`config.mk`:
```
export PLATFORM = sky130hd
export DESIGN_NAME = axi_lite_slave_regs
export DESIGN_NICKNAME = d
export VERILOG_FILES = /design/src/rtl/axi_lite_pkg.sv /design/src/rtl/axi_lite_reg_bank.sv /design/src/rtl/axi_lite_slave_regs.sv
export SDC_FILE = /design/constraint.sdc
export NUM_CORES = 1
export LEC_CHECK = 0
export CORE_UTILIZATION = 54
export DETAILED_ROUTE_END_ITERATION = 12
export GPL_TIMING_DRIVEN = 0
export PLACE_DENSITY = 0.86
export SLEW_MARGIN = 5
export SYNTH_ARGS = -nofsm -noshare
export SYNTH_HDL_FRONTEND = slang
export SYNTH_SLANG_ARGS = --single-unit
```
`constraint.sdc`:
```
create_clock -name aclk -period 3.76 [get_ports aclk]
set_input_delay 0.752 -clock aclk [delete_from_list [all_inputs] [get_ports aclk]]
set_output_delay 0.752 -clock aclk [all_outputs]
set_load 0.005 [all_outputs]
```
`src/rtl/axi_lite_pkg.sv`:
```
// Shared AXI4-Lite definitions: response codes, slave FSM state encodings
// and a constant-evaluable clog2 helper for sizing index fields.
package axi_lite_pkg;

  localparam logic [1:0] RESP_OKAY   = 2'b00;
  localparam logic [1:0] RESP_EXOKAY = 2'b01;
  localparam logic [1:0] RESP_SLVERR = 2'b10;
  localparam logic [1:0] RESP_DECERR = 2'b11;

  typedef enum logic [1:0] {
    W_IDLE      = 2'd0,
    W_HAVE_ADDR = 2'd1,
    W_HAVE_DATA = 2'd2,
    W_RESP      = 2'd3
  } wr_state_e;

  typedef enum logic {
    R_IDLE = 1'b0,
    R_DATA = 1'b1
  } rd_state_e;

  // Ceiling log2; returns 0 for v <= 1.
  function automatic int unsigned clog2(input int unsigned v);
    int unsigned r;
    int unsigned p;
    r = 0;
    p = 1;
    while (p < v) begin
      p = p << 1;
      r = r + 1;
    end
    return r;
  endfunction

endpackage

```
`src/rtl/axi_lite_reg_bank.sv`:
```
// Register bank: NUM_REGS words with a byte-enabled write port and an
// asynchronous read port.
// Ports: aclk/aresetn; we/widx/wdata/wstrb write port; ridx -> rd_data_c
// combinational read; reg_flat exposes all registers, reg i at
// [i*DATA_WIDTH +: DATA_WIDTH].
module axi_lite_reg_bank
  import axi_lite_pkg::*;
#(
  parameter int unsigned DATA_WIDTH = 32,
  parameter int unsigned NUM_REGS   = 8,
  localparam int unsigned IDX_W     = clog2(NUM_REGS),
  localparam int unsigned STRB_W    = DATA_WIDTH / 8
) (
  input  logic                           aclk,
  input  logic                           aresetn,
  input  logic                           we,
  input  logic [IDX_W-1:0]               widx,
  input  logic [DATA_WIDTH-1:0]          wdata,
  input  logic [STRB_W-1:0]              wstrb,
  input  logic [IDX_W-1:0]               ridx,
  output logic [DATA_WIDTH-1:0]          rd_data_c,
  output logic [NUM_REGS*DATA_WIDTH-1:0] reg_flat
);

  logic [DATA_WIDTH-1:0] regs_q [NUM_REGS];
  logic [DATA_WIDTH-1:0] regs_d [NUM_REGS];

  // Byte-lane merge of the write into the addressed word.
  always_comb begin
    regs_d = regs_q;
    if (we) begin
      for (int unsigned b = 0; b < STRB_W; b++) begin
        if (wstrb[b]) begin
          regs_d[widx][b*8 +: 8] = wdata[b*8 +: 8];
        end
      end
    end
  end

  always_ff @(posedge aclk or negedge aresetn) begin
    if (!aresetn) begin
      for (int unsigned i = 0; i < NUM_REGS; i++) begin
        regs_q[i] <= '0;
      end
    end else begin
      regs_q <= regs_d;
    end
  end

  // Read sees the pre-write value when a write lands on the same edge.
  assign rd_data_c = regs_q[ridx];

  for (genvar i = 0; i < NUM_REGS; i++) begin : g_flat
    assign reg_flat[i*DATA_WIDTH +: DATA_WIDTH] = regs_q[i];
  end

endmodule

```
`src/rtl/axi_lite_slave_regs.sv`:
```
// AXI4-Lite slave register bank with independent write and read FSMs,
// one outstanding transaction per channel.
// Ports: aclk/aresetn; AW/W/B write channels; AR/R read channels;
// reg_out presents all registers flat; reg_wr_pulse pulses one cycle
// after an in-range write commit to the addressed register.
module axi_lite_slave_regs
  import axi_lite_pkg::*;
#(
  parameter int unsigned ADDR_WIDTH = 32,
  parameter int unsigned DATA_WIDTH = 32,
  parameter int unsigned NUM_REGS   = 8
) (
  input  logic                           aclk,
  input  logic                           aresetn,
  input  logic [ADDR_WIDTH-1:0]          awaddr,
  input  logic                           awvalid,
  output logic                           awready,
  input  logic [DATA_WIDTH-1:0]          wdata,
  input  logic [DATA_WIDTH/8-1:0]        wstrb,
  input  logic                           wvalid,
  output logic                           wready,
  output logic [1:0]                     bresp,
  output logic                           bvalid,
  input  logic                           bready,
  input  logic [ADDR_WIDTH-1:0]          araddr,
  input  logic                           arvalid,
  output logic                           arready,
  output logic [DATA_WIDTH-1:0]          rdata,
  output logic [1:0]                     rresp,
  output logic                           rvalid,
  input  logic                           rready,
  output logic [NUM_REGS*DATA_WIDTH-1:0] reg_out,
  output logic [NUM_REGS-1:0]            reg_wr_pulse
);

  localparam int unsigned STRB_W = DATA_WIDTH / 8;
  localparam int unsigned IDX_W  = clog2(NUM_REGS);
  localparam int unsigned OFFS_W = clog2(STRB_W);

  // ---------------- write path ----------------
  wr_state_e             wr_state_q, wr_state_d;
  logic [ADDR_WIDTH-1:0] awaddr_q, awaddr_d;
  logic [DATA_WIDTH-1:0] wdata_q, wdata_d;
  logic [STRB_W-1:0]     wstrb_q, wstrb_d;
  logic [1:0]            bresp_q, bresp_d;
  logic                  bvalid_q, bvalid_d;
  logic                  awready_q, awready_d;
  logic                  wready_q, wready_d;
  logic [NUM_REGS-1:0]   pulse_q, pulse_d;

  logic                  aw_hs_c, w_hs_c, commit_c;
  logic [ADDR_WIDTH-1:0] c_addr_c, c_word_c;
  logic [DATA_WIDTH-1:0] c_data_c;
  logic [STRB_W-1:0]     c_strb_c;
  logic                  c_in_range_c;
  logic [IDX_W-1:0]      c_idx_c;

  assign aw_hs_c = awvalid & awready_q;
  assign w_hs_c  = wvalid & wready_q;

  // Commit operands: take the held half, or the live bus if not yet held.
  assign c_addr_c     = (wr_state_q == W_HAVE_ADDR) ? awaddr_q : awaddr;
  assign c_data_c     = (wr_state_q == W_HAVE_DATA) ? wdata_q  : wdata;
  assign c_strb_c     = (wr_state_q == W_HAVE_DATA) ? wstrb_q  : wstrb;
  assign c_word_c     = ADDR_WIDTH'(c_addr_c >> OFFS_W);
  assign c_in_range_c = (c_word_c < ADDR_WIDTH'(NUM_REGS));
  assign c_idx_c      = c_word_c[IDX_W-1:0];

  // Write FSM next-state and registered outputs.
  always_comb begin
    wr_state_d = wr_state_q;
    awaddr_d   = awaddr_q;
    wdata_d    = wdata_q;
    wstrb_d    = wstrb_q;
    bresp_d    = bresp_q;
    pulse_d    = '0;
    commit_c   = 1'b0;

    case (wr_state_q)
      W_IDLE: begin
        if (aw_hs_c && w_hs_c) begin
          commit_c   = 1'b1;
          wr_state_d = W_RESP;
        end else if (aw_hs_c) begin
          awaddr_d   = awaddr;
          wr_state_d = W_HAVE_ADDR;
        end else if (w_hs_c) begin
          wdata_d    = wdata;
          wstrb_d    = wstrb;
          wr_state_d = W_HAVE_DATA;
        end
      end
      W_HAVE_ADDR: begin
        if (w_hs_c) begin
          commit_c   = 1'b1;
          wr_state_d = W_RESP;
        end
      end
      W_HAVE_DATA: begin
        if (aw_hs_c) begin
          commit_c   = 1'b1;
          wr_state_d = W_RESP;
        end
      end
      W_RESP: begin
        if (bready) begin
          wr_state_d = W_IDLE;
        end
      end
      default: wr_state_d = W_IDLE;
    endcase

    if (commit_c) begin
      bresp_d = c_in_range_c ? RESP_OKAY : RESP_SLVERR;
      if (c_in_range_c) begin
        pulse_d = NUM_REGS'(1) << c_idx_c;
      end
    end

    awready_d = (wr_state_d == W_IDLE) || (wr_state_d == W_HAVE_DATA);
    wready_d  = (wr_state_d == W_IDLE) || (wr_state_d == W_HAVE_ADDR);
    bvalid_d  = (wr_state_d == W_RESP);
  end

  always_ff @(posedge aclk or negedge aresetn) begin
    if (!aresetn) begin
      wr_state_q <= W_IDLE;
      awaddr_q   <= '0;
      wdata_q    <= '0;
      wstrb_q    <= '0;
      bresp_q    <= RESP_OKAY;
      bvalid_q   <= 1'b0;
      awready_q  <= 1'b1;
      wready_q   <= 1'b1;
      pulse_q    <= '0;
    end else begin
      wr_state_q <= wr_state_d;
      awaddr_q   <= awaddr_d;
      wdata_q    <= wdata_d;
      wstrb_q    <= wstrb_d;
      bresp_q    <= bresp_d;
      bvalid_q   <= bvalid_d;
      awready_q  <= awready_d;
      wready_q   <= wready_d;
      pulse_q    <= pulse_d;
    end
  end

  // ---------------- read path ----------------
  rd_state_e             rd_state_q, rd_state_d;
  logic [DATA_WIDTH-1:0] rdata_q, rdata_d;
  logic [1:0]            rresp_q, rresp_d;
  logic                  rvalid_q, rvalid_d;
  logic                  arready_q, arready_d;

  logic                  ar_hs_c;
  logic [ADDR_WIDTH-1:0] r_word_c;
  logic                  r_in_range_c;
  logic [DATA_WIDTH-1:0] bank_rd_c;

  assign ar_hs_c      = arvalid & arready_q;
  assign r_word_c     = ADDR_WIDTH'(araddr >> OFFS_W);
  assign r_in_range_c = (r_word_c < ADDR_WIDTH'(NUM_REGS));

  // Read FSM next-state and registered outputs.
  always_comb begin
    rd_state_d = rd_state_q;
    rdata_d    = rdata_q;
    rresp_d    = rresp_q;

    case (rd_state_q)
      R_IDLE: begin
        if (ar_hs_c) begin
          rdata_d    = r_in_range_c ? bank_rd_c : '0;
          rresp_d    = r_in_range_c ? RESP_OKAY : RESP_SLVERR;
          rd_state_d = R_DATA;
        end
      end
      R_DATA: begin
        if (rready) begin
          rd_state_d = R_IDLE;
        end
      end
      default: rd_state_d = R_IDLE;
    endcase

    arready_d = (rd_state_d == R_IDLE);
    rvalid_d  = (rd_state_d == R_DATA);
  end

  always_ff @(posedge aclk or negedge aresetn) begin
    if (!aresetn) begin
      rd_state_q <= R_IDLE;
      rdata_q    <= '0;
      rresp_q    <= RESP_OKAY;
      rvalid_q   <= 1'b0;
      arready_q  <= 1'b1;
    end else begin
      rd_state_q <= rd_state_d;
      rdata_q    <= rdata_d;
      rresp_q    <= rresp_d;
      rvalid_q   <= rvalid_d;
      arready_q  <= arready_d;
    end
  end

  // ---------------- storage ----------------
  axi_lite_reg_bank #(
    .DATA_WIDTH (DATA_WIDTH),
    .NUM_REGS   (NUM_REGS)
  ) u_bank (
    .aclk      (aclk),
    .aresetn   (aresetn),
    .we        (commit_c & c_in_range_c),
    .widx      (c_idx_c),
    .wdata     (c_data_c),
    .wstrb     (c_strb_c),
    .ridx      (r_word_c[IDX_W-1:0]),
    .rd_data_c (bank_rd_c),
    .reg_flat  (reg_out)
  );

  assign awready      = awready_q;
  assign wready       = wready_q;
  assign bresp        = bresp_q;
  assign bvalid       = bvalid_q;
  assign arready      = arready_q;
  assign rdata        = rdata_q;
  assign rresp        = rresp_q;
  assign rvalid       = rvalid_q;
  assign reg_wr_pulse = pulse_q;

endmodule
```
==> impl_metrics.prom <==
# TYPE chip_impl_metric gauge
chip_impl_metric{name="area_overhead_vs_synth",unit="%"} 34.6
chip_impl_metric{name="detail_route.vias_per_cell",unit=""} 5.94
chip_impl_metric{name="grt_first_pass_wirelength",unit="um"} 72200
chip_impl_metric{name="required",unit="ns"} 4.19
chip_impl_metric{name="placementRows",unit=""} 64
chip_impl_metric{name="final.period_utilization",unit=""} 0.773
chip_impl_info{name="status",value="complete, no violations"} 1
chip_impl_metric{name="wirelength",unit="um"} 48100
chip_impl_metric{name="chipHeight",unit="um"} 178
chip_impl_info{name="ctsRootBufferMaster",value="clkbuf_16"} 1
chip_impl_metric{name="postCtsHoldBufs",unit=""} 0
chip_impl_info{name="worst_hold_path_type",value="in -> async"} 1
chip_impl_metric{name="portBuffers",unit=""} 402
chip_impl_metric{name="yosysWarningCount",unit=""} 0
chip_impl_info{name="post-synth-top-area-cell",value="dfrtp_1"} 1
chip_impl_metric{name="syn_avg_cell_area",unit="um^2"} 16.0
chip_impl_info{name="path_class",value="in -> reg"} 1
chip_impl_metric{name="grt_antenna_before_repair",unit=""} 3
chip_impl_metric{name="synth-compound-area-share",unit=""} 0.0149
chip_impl_metric{name="h-tree-depth",unit=""} 2
chip_impl_metric{name="worst_ep_arrival_time",unit="ns"} 3.34
chip_impl_metric{name="place.detailed.hpwl",unit="um"} 34600
chip_impl_metric{name="avgRoutedWirePerCell",unit="um"} 25.0
chip_impl_metric{name="post_cts.repair.setup_buffers",unit=""} 0
chip_impl_metric{name="io-pin-count",unit=""} 412
chip_impl_metric{name="portion_of_netlist_area_occupied_by_mux_cells",unit=""} 0.346
chip_impl_info{name="cp-end-kind",value="flop"} 1
chip_impl_metric{name="gp_routability_congestion",unit=""} 0.863
chip_impl_metric{name="transition_time_of_the_tightest_slew_check_pin",unit="ns"} 0.996
chip_impl_metric{name="tritoncts.num_buffers",unit=""} 39
chip_impl_metric{name="pin_count_of_the_biggest_net_entering_global_routing",unit=""} 112
chip_impl_metric{name="nNetsFinal",unit=""} 1605
chip_impl_metric{name="die-area",unit="um^2"} 31900
chip_impl_info{name="yosys-top-cells-area",value="dfrtp_1, mux2_2, mux4_2"} 1
chip_impl_metric{name="power.density",unit="nW/um^2"} 457
chip_impl_metric{name="globalRoute.totalOverflow",unit=""} 0
chip_impl_metric{name="first_global_vias",unit=""} 12074
chip_impl_metric{name="clock_latency",unit="ns"} 0.52
chip_impl_metric{name="drc",unit=""} 0
chip_impl_metric{name="finalMaxSlewViolations",unit=""} 0
chip_impl_metric{name="xor_and_xnor_fraction_of_the_mapped_netlist_area",unit=""} 0
chip_impl_metric{name="final.setup_skew",unit="ns"} 0.00747
chip_impl_info{name="rsz0062_at_grt",value="no"} 1
chip_impl_metric{name="number_of_buffers_on_the_longest_clock_path",unit=""} 3
chip_impl_metric{name="drt_first_pass_iters",unit=""} 4
chip_impl_metric{name="final_core_utilization",unit=""} 0.740
chip_impl_metric{name="post_synth_fa_ha_maj_area_fraction",unit=""} 0
chip_impl_metric{name="finalHoldViolations",unit=""} 0
chip_impl_metric{name="drt_first_iter_violations",unit=""} 659
chip_impl_metric{name="netlist.area_leader.share",unit=""} 0.547
chip_impl_info{name="setup.worst_path.start_class",value="input port"} 1
chip_impl_metric{name="setup_viol",unit=""} 0
chip_impl_metric{name="antenna_violating_nets_post_route",unit=""} 0
chip_impl_metric{name="fmax",unit="GHz"} 0.344
chip_impl_metric{name="timing.reg2reg.setup_slack",unit="ns"} 1.03
chip_impl_metric{name="fillers",unit=""} 1958
chip_impl_metric{name="max-vdd-ir-drop",unit="uV"} 435
chip_impl_metric{name="holdWs",unit="ns"} 0.171
chip_impl_info{name="most_common_cell_after_layout_fill_and_taps_aside",value="clkdlybuf4s50_1"} 1
chip_impl_metric{name="final.min_clock_period",unit="ns"} 2.91
chip_impl_metric{name="leakagePower",unit="nW"} 10.4
chip_impl_metric{name="ys_ff_latch",unit=""} 371
chip_impl_metric{name="clkTransAtPathRegs",unit="ns"} 0.06
chip_impl_metric{name="crit_path_max_fanout",unit=""} 10
chip_impl_metric{name="simple_gate_portion_of_the_synthesized_area",unit=""} 0.0707
chip_impl_metric{name="all_layer_gr_usage",unit=""} 0.307
chip_impl_metric{name="post_route_cells_drive_above_1_share",unit=""} 0.347
chip_impl_metric{name="chipWidth",unit="um"} 178
chip_impl_metric{name="synth-seq-area-share",unit=""} 0.552
chip_impl_metric{name="initial_utilization",unit=""} 0.550
chip_impl_metric{name="post_cts.resized_instances",unit=""} 0
chip_impl_metric{name="syn-instance-count",unit=""} 1051
chip_impl_metric{name="std_cell_core_area",unit="um^2"} 30600
chip_impl_metric{name="timing.max_slew.rel_slack",unit=""} 0.336
chip_impl_info{name="dominant_combinational_cell_family_by_area_after_synthesis",value="multiplexers"} 1
chip_impl_info{name="tritoncts_clock_tree",value="done"} 1
chip_impl_metric{name="cts.sink_count",unit=""} 371
chip_impl_metric{name="netlist-cell-type-count",unit=""} 41
chip_impl_metric{name="netlist_area",unit="um^2"} 16800
chip_impl_metric{name="routed-via-count",unit=""} 11415
chip_impl_metric{name="number_of_maximum_capacitance_constraint_violations",unit=""} 0
chip_impl_info{name="mostFrequentLayoutCells",value="clkdlybuf4s50_1, dfrtp_1, mux2_2"} 1
cell usage after synthesis, drive strengths merged:
master  count
a211oi      1
dfrtp     368
nand2      37
or3         1
a21boi      1
and4        1
nand2b      1
a31o        1
a31oi       1
o21a        1
dfstp       3
nor2b       9
o31ai       1
o21ai      33
nand3b      4
mux2i      37
nand3       7
a21oi       4
buf        21
nor2       11
nand4      36
conb        1
clkbuf     24
inv         5
mux4       64
mux2      355
nor4       21
and2b       1
o22ai       1
stage by stage:
stage	setup TNS, ns	power (mW)	instances	setup slack [ns]	instance area [um^2]
2_1_floorplan	0	6.01	1052	1.46	16800
3_3_place_gp	-5142.59	6.64	1850	-13.93	21300
3_5_place_dp	0	6.74	1853	0.364	21400
4_1_cts	0	10.4	1920	0.898	22600
5_1_grt	0	10.8	1922	0.811	22600
6_report	0	10.3	1923	0.854	22600
registers in the layout, indices dropped and copies added, names as in the netlist:
| signal | cells |
|---|---|
| u_bank.reg_flat | 256 |
| rdata | 32 |
| wdata_q | 32 |
| awaddr_q | 30 |
| reg_wr_pulse | 8 |
| wstrb_q | 4 |
| wr_state_q | 2 |
| arready | 1 |
| awready | 1 |
| bresp | 1 |
| bvalid | 1 |
| rresp | 1 |
| rvalid | 1 |
| wready | 1 |
report_power, final:
part / leakage [nW] / total (mW) / switching (mW) / internal [mW]
Combinational: 4.78 / 2.07 / 1.22 / 0.845
Sequential: 5.04 / 4.61 / 0.224 / 4.39
Clock: 0.594 / 3.66 / 1.52 / 2.13
Total: 10.4 / 10.3 / 2.97 / 7.37
worst max-delay path: stages:
cell and delay [ns]:
clkdlybuf4s50_1 0.45, nand3_1 0.47, nor4_1 0.38, nand4_1 0.54, clkbuf_1 0.46, o21ai_0 0.27
routing by layer:
metal / part of all wire / wire length [um] / track usage
met4: 0.041 / 1980 / 0.130
met3: 0.067 / 3240 / 0.0714
met2: 0.50 / 24000 / 0.509
met1: 0.39 / 18900 / 0.387
met5: 0.00027 / 13 / 0
cell type report:
type                            instances  area (um^2)  share of cell area
Sequential cell                       371         9290               0.410
Multi-Input combinational cell        631         7260               0.321
Timing Repair Buffer                  405         4110               0.182
Clock buffer                           61         1170              0.0517
Tap cell                              396          495              0.0219
Buffer                                 45          254              0.0112
Clock inverter                          6         30.0             0.00133
Inverter                                5         18.8            0.000829
Antenna cell                            3         7.51            0.000332
path summary, 6_finish.rpt:
path,startpoint,endpoint,cells after the start
worst max-delay path,arvalid,rdata[1],6
worst min-delay path,aresetn,awaddr_q[18],1
worst max register to register,arready,rdata[1],5
worst min register to register,rdata[15],rdata[15],2
max in group asynchronous,aresetn,rdata[11],3
min in group aclk,rdata[15],rdata[15],2
logic make-up after synthesis:
kind of cell,count (synthesis)
flops,371
other cells,1
mux,456
compound gates,44
simple gates,129
buf+inv,50
Power figures use the tool's default switching activity.
